**src/rtl/fifo_dual.sv**
```systemverilog
// fifo_dual: two-wide in-order FIFO with exact occupancy, all-or-nothing handshakes, almost-full and flush
module fifo_dual #(
  parameter int WIDTH     = 32,
  parameter int DEPTH     = 16,
  parameter int ADDR_LEN  = 4,
  parameter int AF_THRESH = 2
) (
  input  logic                clk_i,
  input  logic                reset_i,
  input  logic                flush_i,
  input  logic [1:0]          wr_cnt_i,
  input  logic [WIDTH-1:0]    wr_data0_i,
  input  logic [WIDTH-1:0]    wr_data1_i,
  input  logic [1:0]          rd_cnt_i,
  output logic                wr_ack_o,
  output logic                rd_ack_o,
  output logic [WIDTH-1:0]    rd_data0_o,
  output logic [WIDTH-1:0]    rd_data1_o,
  output logic                rd_valid0_o,
  output logic                rd_valid1_o,
  output logic [ADDR_LEN:0]   count_o,
  output logic                empty_o,
  output logic                full_o,
  output logic                almost_full_o
);
  localparam logic [ADDR_LEN:0] L_DEPTH = (ADDR_LEN+1)'(DEPTH);
  logic [WIDTH-1:0]    r_mem [DEPTH];
  logic [ADDR_LEN-1:0] r_wr_ptr, r_rd_ptr;
  logic [ADDR_LEN:0]   r_cnt;
  logic [1:0]          w_wr_cnt, w_rd_cnt;
  logic [ADDR_LEN:0]   w_wr_n, w_rd_n, w_free;
  // Handshakes: illegal count 3 collapses to 0; space and data judged on start-of-cycle count
  always_comb begin
    w_wr_cnt = (wr_cnt_i == 2'd3) ? 2'd0 : wr_cnt_i;
    w_rd_cnt = (rd_cnt_i == 2'd3) ? 2'd0 : rd_cnt_i;
    w_wr_n   = {{(ADDR_LEN-1){1'b0}}, w_wr_cnt};
    w_rd_n   = {{(ADDR_LEN-1){1'b0}}, w_rd_cnt};
    w_free   = L_DEPTH - r_cnt;
    wr_ack_o = (w_wr_cnt != 2'd0) && (w_free >= w_wr_n) && !flush_i;
    rd_ack_o = (w_rd_cnt != 2'd0) && (r_cnt >= w_rd_n) && !flush_i;
  end
  assign rd_data0_o    = r_mem[r_rd_ptr];
  assign rd_data1_o    = r_mem[r_rd_ptr + ADDR_LEN'(1)];
  assign count_o       = r_cnt;
  assign empty_o       = r_cnt == '0;
  assign full_o        = r_cnt == L_DEPTH;
  assign almost_full_o = (DEPTH - int'(r_cnt)) < AF_THRESH;
  assign rd_valid0_o   = r_cnt != '0;
  assign rd_valid1_o   = r_cnt > (ADDR_LEN+1)'(1);
  // Storage: not reset, but a write acked during reset is not committed
  always_ff @(posedge clk_i) begin
    if (reset_i && wr_ack_o) begin
      r_mem[r_wr_ptr] <= wr_data0_i;
      if (w_wr_cnt == 2'd2) r_mem[r_wr_ptr + ADDR_LEN'(1)] <= wr_data1_i;
    end
  end
  // Pointers and occupancy; reset and flush both empty the queue
  always_ff @(posedge clk_i) begin
    if (!reset_i || flush_i) begin
      r_wr_ptr <= '0;
      r_rd_ptr <= '0;
      r_cnt    <= '0;
    end else begin
      if (wr_ack_o) r_wr_ptr <= r_wr_ptr + ADDR_LEN'(w_wr_cnt);
      if (rd_ack_o) r_rd_ptr <= r_rd_ptr + ADDR_LEN'(w_rd_cnt);
      r_cnt <= r_cnt + (wr_ack_o ? w_wr_n : '0) - (rd_ack_o ? w_rd_n : '0);
    end
  end
endmodule

```
**config.mk**
```make
export PLATFORM = sky130hd
export DESIGN_NAME = fifo_dual
export DESIGN_NICKNAME = d
export VERILOG_FILES = /design/src/rtl/fifo_dual.sv
export SDC_FILE = /design/constraint.sdc
export NUM_CORES = 1
export LEC_CHECK = 0
export BUFFER_PORTS_ARGS = -buffer_cell sky130_fd_sc_hd__buf_2
export CAP_MARGIN = 25
export CORE_MARGIN = 2
export CORE_UTILIZATION = 55
export DETAILED_ROUTE_END_ITERATION = 10
export PLACE_DENSITY = 0.73
export SLEW_MARGIN = 10
export SYNTH_ARGS = -nofsm -noshare
export SYNTH_HDL_FRONTEND = slang
export SYNTH_SLANG_ARGS = --single-unit
```
**constraint.sdc**
```tcl
create_clock -name clk_i -period 7.1 [get_ports clk_i]
set_input_delay 1.42 -clock clk_i [delete_from_list [all_inputs] [get_ports clk_i]]
set_output_delay 1.42 -clock clk_i [all_outputs]
set_load 0.05 [all_outputs]
```
==> summary.txt, run 1 <==
critical path arrival - 4070 ps
CP top delay family - XOR/XNOR gates
Worst path depth - 5
met2 Use GR - 46.80%
Compound-Gate Fraction of Synth Area - 0.5588%
post-synth top area cell - edfxtp_1
RSZ-0062 raised after global routing - no
Synth cell types - 47
register clock-pin slew on the reported worst setup and hold paths - 60 ps
Synth Net Count - 1839
Cell Area, Synth - 0.03112 sq mm
commonest cells in the netlist - 512 x edfxtp_1, 452 x mux2_2, 320 x mux4_2
all-layer global routing usage - 29.85%
DP HPWL - 51.36 mm
Setup TNS - 0 ps
critical path data required time - 5680 ps
slowest stage delay, CP - 960 ps
Avg WL per Cell - 33.11 um
post-CTS sizing - 0
die area - 0.05850 sq mm
I/O Pins - 147
CTS tree - done
Yosys warnings - 0
flops & latches, synth - 529
hold buffer count at cts - 0
share of cells above drive strength 1 - 62.53%
number of synthesized flops with an enable pin - 512
cts bufs inserted - 57
mux contribution to synthesized area - 42.50%
async set-reset flop share out of synthesis - 0%
Synth Area in Adders - 1.303%
VDD IR-drop max - 0.0002238 V
fmax - 0.1821 GHz
GRT met3 Usage - 7.625%
DRC viols - 0
worst hold path cell count - 2
most common cell in the synthesized netlist - edfxtp_1
Post-CTS Setup Bufs - 0
Worst Skew - 31.88 ps
Vias/cell - 7.005
1st-pass router iterations - 7
critical path type - register to primary output
Max Cap Viol - 0
clock period minus worst slack - 5491 ps
final hold violations - 0
fin crit share - 77.34%
area of the core - 0.05617 sq mm
Synth Area in XOR/XNOR - 0.1689%
Worst Tran Pin Value - 1141 ps
Chip Width - 241.9 um
Setup Viol. Count Final - 0
slowest CP cell - xor2_4
Hold WC Path Type - register to register
Pleak - 11.09 nW
largest family of logic cells by synthesized area - multiplexers
H-tree levels - 2
Rel. slew slack - 23.95%
crit path launch type - register
clock sink total - 529
Max clock buf depth - 3
top-area cell type share of the netlist area - 49.40%
sequential fraction of the synthesis area - 50.50%
vias in the first global route - 19120
Critical path buffers and inverters - 2
pin count of the biggest net entering global routing - 97
fin. max-slew vios - 0
post-layout net count - 1902
Synth Flop Type - edfxtp_1
Layout area overhead - 10.63%
CTS Root Cell - clkbuf_16
Layout Utilization - 61.30%
clock latency on the worst-skew pair - 630 ps
RD Place Congestion - 0.8371
IO Port Bufs - 146
Vias - 18260
DRT Wirelength - 86.32 mm
DR iter-0 viols - 1785
Syn Area/Cell - 17.91 sq um
die extent in y - 241.9 um
outcome - finished, final reports clean
PwrDens - 213.0 mW/mm^2
antenna viol nets, final - 0
synth top area cells - edfxtp_1 49%, mux4_2 23%, mux2_2 16%, mux2_4 2.9%, clkbuf_1 1.4%
crit-path max FO - 37
Cell Chain, Critical Path - nand3_1, xor2_4, buf_4, mux4_2, buf_2
Setup crit end kind - primary output
GRT met1 Usage - 40.97%
Core Rows - 87
grt total ovfl - 0
initial antenna violation count - 1
Mapped Cells - 1738
first-pass GRT wire length - 128.4 mm
Initial Utilization - 55.41%
simple-gate share of the synthesized area - 1.821%
gr busiest metal - met2
worst reg-to-reg path cell count - 10
## flip-flops by register name, indices dropped and copies added, names as in the netlist, named ones only
register,count
r_rd_ptr,4
count_o,5
r_wr_ptr,4
r_mem,512
## area by class of cell
type | count | area [sq um]
clock inverter | 38 | 329.1
timing repair buffer | 195 | 1221
fill | 4166 | 21740
antenna | 4 | 10.01
clock buffer | 67 | 1506
inverter | 20 | 75.07
sequential | 529 | 15730
tap | 756 | 945.9
multi-input combinational | 998 | 14610
## per-stage QoR
| stage | power, mW | cells | hold WS, ps | setup WS (ps) | instance area (sq um) |
|---|---|---|---|---|---|
| 3_3_place_gp | 4.413 | 2493 | 561.6 | 1933 | 32460 |
| 5_1_grt | 7.536 | 2604 | 627.9 | 1467 | 34420 |
| 6_report | 7.333 | 2607 | 585.3 | 1609 | 34430 |
| 3_5_place_dp | 4.428 | 2498 | 587.6 | 1827 | 32580 |
| 2_1_floorplan | 4.199 | 1738 | 483.1 | 1175 | 31120 |
| 4_1_cts | 7.367 | 2603 | 602.8 | 1582 | 34420 |
## power by group
part / total [mW] / leakage [nW] / switching [mW] / internal [mW]
logic: 0.901 / 5.45 / 0.527 / 0.374
clock network: 2.97 / 0.885 / 1.27 / 1.69
registers: 3.47 / 4.75 / 0.0253 / 3.44
## layout by cell type (no fill, tap or decap), drive strengths merged, types with 3 or more instances in the layout
cell type	count
nand2b	8
a21oi	7
fa	4
dfxtp	17
nand3	17
xnor2	5
nor2	32
bufinv	5
ha	26
o21ai	5
diode	4
mux2	512
inv	23
buf	195
clkinv	24
mux4	320
clkbuf	67
edfxtp	512
nand2	15
clkinvlp	6
mux2i	3
nor3	7
and2	5
## worst paths after layout
check                                 from                endpoint  slack (ps)
setup / recovery  r_rd_ptr[0]$_SDFFE_PP0N_           rd_data1_o[2]        1610
hold / removal    r_rd_ptr[2]$_SDFFE_PP0N_                register         590
setup reg to reg     count_o[0]$_SDFF_PP0_  r_mem[1][12]$_DFFE_PP_        2620
hold reg to reg   r_rd_ptr[2]$_SDFFE_PP0N_                register         590
## worst min-delay path: cells and delay by family, from the launching register on
family	cells	cell delay, ps
flops	1	370
compound gates	2	180
## metal layers
layer  vias up  share of wire [%]
met5         -                  0
met4         0                3.6
met3       172                9.4
met2      1016                 48
met1      9709                 39
li1       7365                  -
## kinds of logic after synthesis
group	after synthesis
xor+xnor	6
flops	529
compound gates	24
fa+ha+maj	30
mux	835
simple gates	103
buf+inv	211
Power figures use the tool's default switching activity.
==> inputs of run 2 (changes only) <==
--- a/config.mk
+++ b/config.mk
@@ -10,7 +10,7 @@
 export CORE_MARGIN = 2
 export CORE_UTILIZATION = 55
 export DETAILED_ROUTE_END_ITERATION = 10
-export PLACE_DENSITY = 0.73
+export PLACE_DENSITY = 0.75
 export SLEW_MARGIN = 10
 export SYNTH_ARGS = -nofsm -noshare
 export SYNTH_HDL_FRONTEND = slang
==> constraint.sdc (replaced) <==
create_clock -name clk_i -period 4.8 [get_ports clk_i]
set_input_delay 0.96 -clock clk_i [delete_from_list [all_inputs] [get_ports clk_i]]
set_output_delay 0.96 -clock clk_i [all_outputs]
set_load 0.05 [all_outputs]
==> run 2 against run 1 <==
Against the previous run: global-route usage grew 0.36 points; sequential cell count is the same; clock skew grew 1.5 ps; total power grew 48%; cell count grew 1.3%; first-iteration DRC count grew 28%; worst setup slack lost 1300 ps; largest power group unchanged.
==> summary.txt, run 2 (synthesis gave the netlist of run 1 again) <==
outcome - finished, final reports clean (unchanged)
Max clock buf depth - 3 (unchanged)
die extent in y - 241.9 um (unchanged)
RSZ-0062 raised after global routing - no (unchanged)
Rel. slew slack - 31.96% (was 23.95%)
Initial Utilization - 55.41% (unchanged)
Avg WL per Cell - 33.45 um (was 33.11 um)
RD Place Congestion - 0.8325 (was 0.8371)
Max Cap Viol - 0 (unchanged)
VDD IR-drop max - 0.0003127 V (was 0.0002238 V)
share of cells above drive strength 1 - 63.12% (was 62.53%)
DR iter-0 viols - 2282 (was 1785)
Vias/cell - 7.114 (was 7.005)
all-layer global routing usage - 30.20% (was 29.85%)
grt total ovfl - 0 (unchanged)
dpl cell area - 0.03300 sq mm (was 0.03258 sq mm)
Vias - 18790 (was 18260)
die area - 0.05850 sq mm (unchanged)
fmax - 0.2250 GHz
slowest stage delay, CP - 700 ps (was 960 ps)
pin count of the biggest net entering global routing - 73 (was 97)
register clock-pin slew on the reported worst setup and hold paths - 60 ps (about the same)
Setup TNS - 0 ps (unchanged)
fin. max-slew vios - 0 (unchanged)
Setup crit end kind - primary output (unchanged)
vias in the first global route - 19410 (was 19120)
fin crit share - 92.60%
post-CTS sizing - 0 (unchanged)
DP HPWL - 52.30 mm (was 51.36 mm)
DRT Wirelength - 88.35 mm (was 86.32 mm)
Hold WC Path Type - register to register (unchanged)
area of the core - 0.05617 sq mm (unchanged)
CTS tree - done (unchanged)
crit path launch type - register (unchanged)
commonest cells after routing, fill and taps aside - 512 x edfxtp_1, 452 x mux2_2, 320 x mux4_2, 146 x buf_2 (was 512 x edfxtp_1, 452 x mux2_2, 320 x mux4_2, 146 x buf_2, 60 x mux2_4)
post-layout net count - 1934 (was 1902)
Worst path most repeated cell - mux4_2
Top reg by flops - r_mem (unchanged)
Pleak - 11.29 nW (was 11.09 nW)
final hold violations - 0 (unchanged)
critical path arrival - 3490 ps (was 4070 ps)
Worst Tran Pin Value - 1021 ps (was 1141 ps)
clock latency on the worst-skew pair - 640 ps (was 630 ps)
initial antenna violation count - 8 (was 1)
Setup Viol. Count Final - 0 (unchanged)
1st-pass router iterations - 5 (was 7)
critical path type - register to primary output (unchanged)
hold buffer count at cts - 0 (unchanged)
critical path data required time - 3840 ps (was 5680 ps)
clock period minus worst slack - 4445 ps
Layout area overhead - 12.00% (was 10.63%)
fill count - 4023 (was 4166)
slowest CP cell - dfxtp_4 (was xor2_4)
max FFs per register - 512 (unchanged)
Post-CTS Setup Bufs - 0 (unchanged)
DRC viols - 0 (unchanged)
cts bufs inserted - 56 (was 57)
WHS - 597.7 ps (was 585.3 ps)
first-pass GRT wire length - 130.4 mm (was 128.4 mm)
antenna viol nets, final - 0 (unchanged)
PwrDens - 311.3 mW/mm^2 (was 213.0 mW/mm^2)
Worst Skew - 33.36 ps (was 31.88 ps)
I/O Pins - 147 (unchanged)
final instance area - 0.03486 sq mm (was 0.03443 sq mm)
Core Rows - 87 (unchanged)
commonest non-fill, non-tap cell in the layout - edfxtp_1 (unchanged)
H-tree levels - 2 (unchanged)
Chip Width - 241.9 um (unchanged)
clock sink total - 529 (unchanged)
Cell Chain, Critical Path - ha_4, buf_12, mux4_2, mux4_2, buf_2 (was nand3_1, xor2_4, buf_4, mux4_2, buf_2)
IO Port Bufs - 146 (unchanged)
crit-path max FO - 32 (was 37)
CTS Root Cell - clkbuf_16 (unchanged)
total power - 10.85 mW (was 7.333 mW)
==> run 2: cell count changes in the layout (fill, tap and decap cells not counted), sizes merged <==
cell | previous run | this run
clkinv | 24 | 30
bufinv | 5 | 6
clkbuf | 67 | 66
clkinvlp | 6 | 1
diode | 4 | 6
inv | 23 | 21
buf | 195 | 228
==> run 2: stage by stage <==
stage | std cells | setup slack (ps) | utilization [%]
final | 2641 | 355.0 | 62.06
after global routing | 2641 | 261.0 | 62.06
after CTS | 2635 | 323.7 | 62.03
after detailed placement | 2531 | 521.1 | 58.76
after global placement | 2530 | 655.7 | 58.73
after floorplan | 1738 | 151.4 | -
==> run 2: worst max-delay path: cells and delay by family, from the launching register on <==
family,cells,cell delay [ps]
muxes,2,900
adders and majority gates,1,690
buffers and inverters,2,560
DFF,1,700
==> run 2: path summary, 6_finish.rpt <==
kind,from,end,slack [ps],cells after the start
max,r_rd_ptr[0]$_SDFFE_PP0N_,rd_data1_o[14],350,5
min,r_rd_ptr[3]$_SDFFE_PP0N_,register,600,2
max reg2reg,count_o[1]$_SDFF_PP0_,count_o[4]$_SDFF_PP0_,740,18
min reg2reg,r_rd_ptr[3]$_SDFFE_PP0N_,register,600,2
==> run 2: power breakdown <==
part	total [mW]	switching, mW	internal [mW]
logic	1.35	0.775	0.575
clock network	4.37	1.87	2.50
registers	5.13	0.0385	5.09
total	10.9	2.69	8.16
==> run 2: layout make-up <==
cell class,instances,area (sq um),share of cell area [%]
antenna,6,15.01,0.04308
clock buffer,66,1459,4.186
clock inverter,38,379.1,1.088
inverter,20,75.07,0.2154
multi-input combinational,998,14630,41.98
sequential,529,15730,45.13
tap,756,945.9,2.714
timing repair buffer,228,1617,4.638
==> run 2: layer usage <==
| metal | routed length (um) | share of wire [%] | global-route usage [%] |
|---|---|---|---|
| met1 | 33230 | 38 | 40.55 |
| met2 | 43860 | 50 | 49.58 |
| met3 | 7844 | 8.9 | 5.461 |
| met4 | 3390 | 3.8 | 11.56 |
| met5 | 27 | 0.031 | 0 |
==> inputs of run 3 (changes only) <==
--- a/config.mk
+++ b/config.mk
@@ -10,7 +10,7 @@
 export CORE_MARGIN = 2
 export CORE_UTILIZATION = 55
 export DETAILED_ROUTE_END_ITERATION = 10
-export PLACE_DENSITY = 0.75
+export PLACE_DENSITY = 0.73
 export SLEW_MARGIN = 10
 export SYNTH_ARGS = -nofsm -noshare
 export SYNTH_HDL_FRONTEND = slang
==> constraint.sdc (replaced) <==
create_clock -name clk_i -period 4.2 [get_ports clk_i]
set_input_delay 0.84 -clock clk_i [delete_from_list [all_inputs] [get_ports clk_i]]
set_output_delay 0.84 -clock clk_i [all_outputs]
set_load 0.05 [all_outputs]
==> run 3 against run 2 <==
Against the previous run: sequential power rose by 14%; sequential cell count did not move; clock skew fell by 19 ps; register-to-register slack got worse by 380 ps; clock-buffer cell count rose by 6; first-iteration DRC count fell by 5.4%; critical path depth did not move; worst setup slack got worse by 180 ps; non-clock buffer count rose by 16; critical endpoint is now rd_data1_o[16].
==> summary.txt, run 3 (synthesis gave the netlist of run 1 again) <==
switching share of power - 25.23% (was 24.77%)
vias in the first global route - 19220 (was 19410)
DR iter-0 viols - 2158 (was 2282)
die extent in y - 241.9 um (unchanged)
clock period minus worst slack - 4027 ps
final hold violations - 0 (unchanged)
RD Place Congestion - 0.8353 (was 0.8325)
outcome - finished, final reports clean (unchanged)
fin worst setup slack - 172.9 ps (was 355.0 ps)
WHS - 573.0 ps (was 597.7 ps)
Initial Utilization - 55.41% (unchanged)
crit-path max FO - 32 (unchanged)
commonest cells after routing, fill and taps aside - 512 x edfxtp_1, 452 x mux2_2, 320 x mux4_2, 146 x buf_2, 60 x mux2_4 (was 512 x edfxtp_1, 452 x mux2_2, 320 x mux4_2, 146 x buf_2)
Pleak - 11.42 nW (was 11.29 nW)
IO Port Bufs - 146 (unchanged)
max FFs per register - 512 (unchanged)
Max clock buf depth - 3 (unchanged)
Layout area overhead - 12.96% (was 12.00%)
commonest non-fill, non-tap cell in the layout - edfxtp_1 (unchanged)
pin count of the biggest net entering global routing - 53 (was 73)
FF-to-FF setup slack - 360 ps (was 740 ps)
clock latency on the worst-skew pair - 630 ps (was 640 ps)
Chip Width - 241.9 um (unchanged)
critical path type - register to primary output (unchanged)
share of cells above drive strength 1 - 63.53% (was 63.12%)
first-pass GRT wire length - 128.4 mm (was 130.4 mm)
dpl ws - 207.7 ps (was 521.1 ps)
total power - 12.21 mW (was 10.85 mW)
sequential power share - 48.0% (was 47.3%)
Sw Pwr - 3.080 mW (was 2.688 mW)
Worst Tran Pin Value - 965.2 ps (was 1021 ps)
post-layout net count - 1952 (was 1934)
worst hold path cell count - 2 (unchanged)
multi-input logic area - 0.01464 sq mm (was 0.01463 sq mm)
hold path start - r_rd_ptr[2]$_SDFFE_PP0N_ (was r_rd_ptr[3]$_SDFFE_PP0N_)
r2r endpoint - count_o[4]$_SDFF_PP0_ (unchanged)
VDD IR-drop max - 0.0003541 V (was 0.0003127 V)
DRT Wirelength - 87.48 mm (was 88.35 mm)
I/O Pins - 147 (unchanged)
Setup crit end kind - primary output (unchanged)
fill count - 4041 (was 4023)
fmax - 0.2483 GHz
Core Rows - 87 (unchanged)
Top reg by flops - r_mem (unchanged)
H-tree levels - 2 (unchanged)
RSZ-0062 raised after global routing - no (unchanged)
grt total ovfl - 0 (unchanged)
reg2reg start - count_o[0]$_SDFF_PP0_ (was count_o[1]$_SDFF_PP0_)
DRC viols - 0 (unchanged)
fin crit share - 95.88%
Reg area - 0.01574 sq mm (was 0.01573 sq mm)
antenna viol nets, final - 0 (unchanged)
CTS tree - done (unchanged)
clock sink total - 529 (unchanged)
all-layer global routing usage - 29.98% (was 30.20%)
area of the core - 0.05617 sq mm (unchanged)
fin. max-slew vios - 0 (unchanged)
design internal power - 9.127 mW (was 8.164 mW)
DP HPWL - 53.35 mm (was 52.30 mm)
Hold WC Path Type - register to register (unchanged)
cts bufs inserted - 58 (was 56)
worst reg-to-reg path cell count - 18 (unchanged)
crit path launch type - register (unchanged)
die area - 0.05850 sq mm (unchanged)
critical path arrival - 3190 ps (was 3490 ps)
Max Cap Viol - 0 (unchanged)
PwrDens - 347.2 mW/mm^2 (was 311.3 mW/mm^2)
Worst Skew - 14.22 ps (was 33.36 ps)
1st-pass router iterations - 5 (unchanged)
critical path data required time - 3360 ps (was 3840 ps)
Rel. slew slack - 35.66% (was 31.96%)
clock share of power - 39.2% (was 40.3%)
Vias - 18610 (was 18790)
Vias/cell - 7.000 (was 7.114)
Setup Viol. Count Final - 0 (unchanged)
hold buffer count at cts - 0 (unchanged)
Comb power frac - 12.8% (was 12.4%)
CTS Root Cell - clkbuf_16 (unchanged)
Avg WL per Cell - 32.90 um (was 33.45 um)
register clock-pin slew on the reported worst setup and hold paths - 60 ps (about the same)
initial antenna violation count - 3 (was 8)
-- run 3: cell types whose count changed in the layout (fill, tap and decap cells not counted), moves of 2 or more --
cell	before	now
clkbuf_16	56	59
clkinv_2	12	15
diode_2	6	3
clkbuf_1	8	13
buf_4	60	55
buf_12	21	42
bufinv_16	6	1
clkbuf_8	2	0
dfxtp_2	1	5
dfxtp_1	12	8
-- run 3: worst max-delay path by stage --
stage                                         from  slack (ps)                     end  cells after the start
after floorplan                        wr_cnt_i[0]        -270  r_mem[11][0]$_DFFE_PP_                      9
after global placement                 wr_cnt_i[0]         290   count_o[4]$_SDFF_PP0_                     19
after detailed placement               wr_cnt_i[0]         210   count_o[4]$_SDFF_PP0_                     17
after CTS                 r_rd_ptr[0]$_SDFFE_PP0N_          60          rd_data1_o[14]                      5
after global routing         count_o[0]$_SDFF_PP0_          60                wr_ack_o                      9
final                     r_rd_ptr[1]$_SDFFE_PP0N_         170          rd_data1_o[16]                      5
-- run 3: layer usage --
| metal | up-vias | GRT usage, % | wire (um) |
|---|---|---|---|
| met5 | - | 0 | 28 |
| met4 | 4 | 9.895 | 3106 |
| met3 | 200 | 7.481 | 8749 |
| met2 | 1137 | 48.09 | 42230 |
| met1 | 9795 | 40.52 | 33360 |
| li1 | 7476 | - | - |
-- run 3: final cells by class --
cell class                 instances  share of cell area (%)
antenna                            3                 0.02135
clock buffer                      72                   4.339
clock inverter                    37                  0.6442
inverter                          20                  0.2135
multi-input combinational        998                   41.65
sequential                       529                   44.76
tap                              756                   2.691
timing repair buffer             244                   5.677
-- run 3: worst max-delay path, stage by stage (launching register included) --
cell	delay, ps
dfxtp_1	380
ha_4	720
buf_4	330
mux4_2	310
mux4_2	540
buf_2	250
-- run 3: power groups by stage --
| stage | Clock [mW] | Combinational [mW] | Sequential (mW) |
|---|---|---|---|
| final | 4.79 | 1.56 | 5.86 |
| after global routing | 5.02 | 1.66 | 5.86 |
| after CTS | 4.83 | 1.57 | 5.86 |
| after detailed placement | 0 | 1.56 | 5.97 |
| after global placement | 0 | 1.53 | 5.97 |
| after floorplan | 0 | 1.13 | 5.97 |
-- run 3: timing repair --
action / CTS / global route
buffers inserted: 0 / 0
gates resized for setup: 0 / 1
endpoints found under the setup margin: 0 / 4
-- run 3: per-stage QoR --
| stage | instances | utilization (%) | TNS (ps) | area, sq um |
|---|---|---|---|---|
| floorplan | 1738 | - | -43080 | 31170 |
| global placement | 2547 | 59.45 | 0 | 33390 |
| detailed placement | 2547 | 59.45 | 0 | 33390 |
| CTS | 2656 | 62.57 | 0 | 35140 |
| global route | 2657 | 62.58 | 0 | 35150 |
| finish | 2659 | 62.59 | 0 | 35160 |
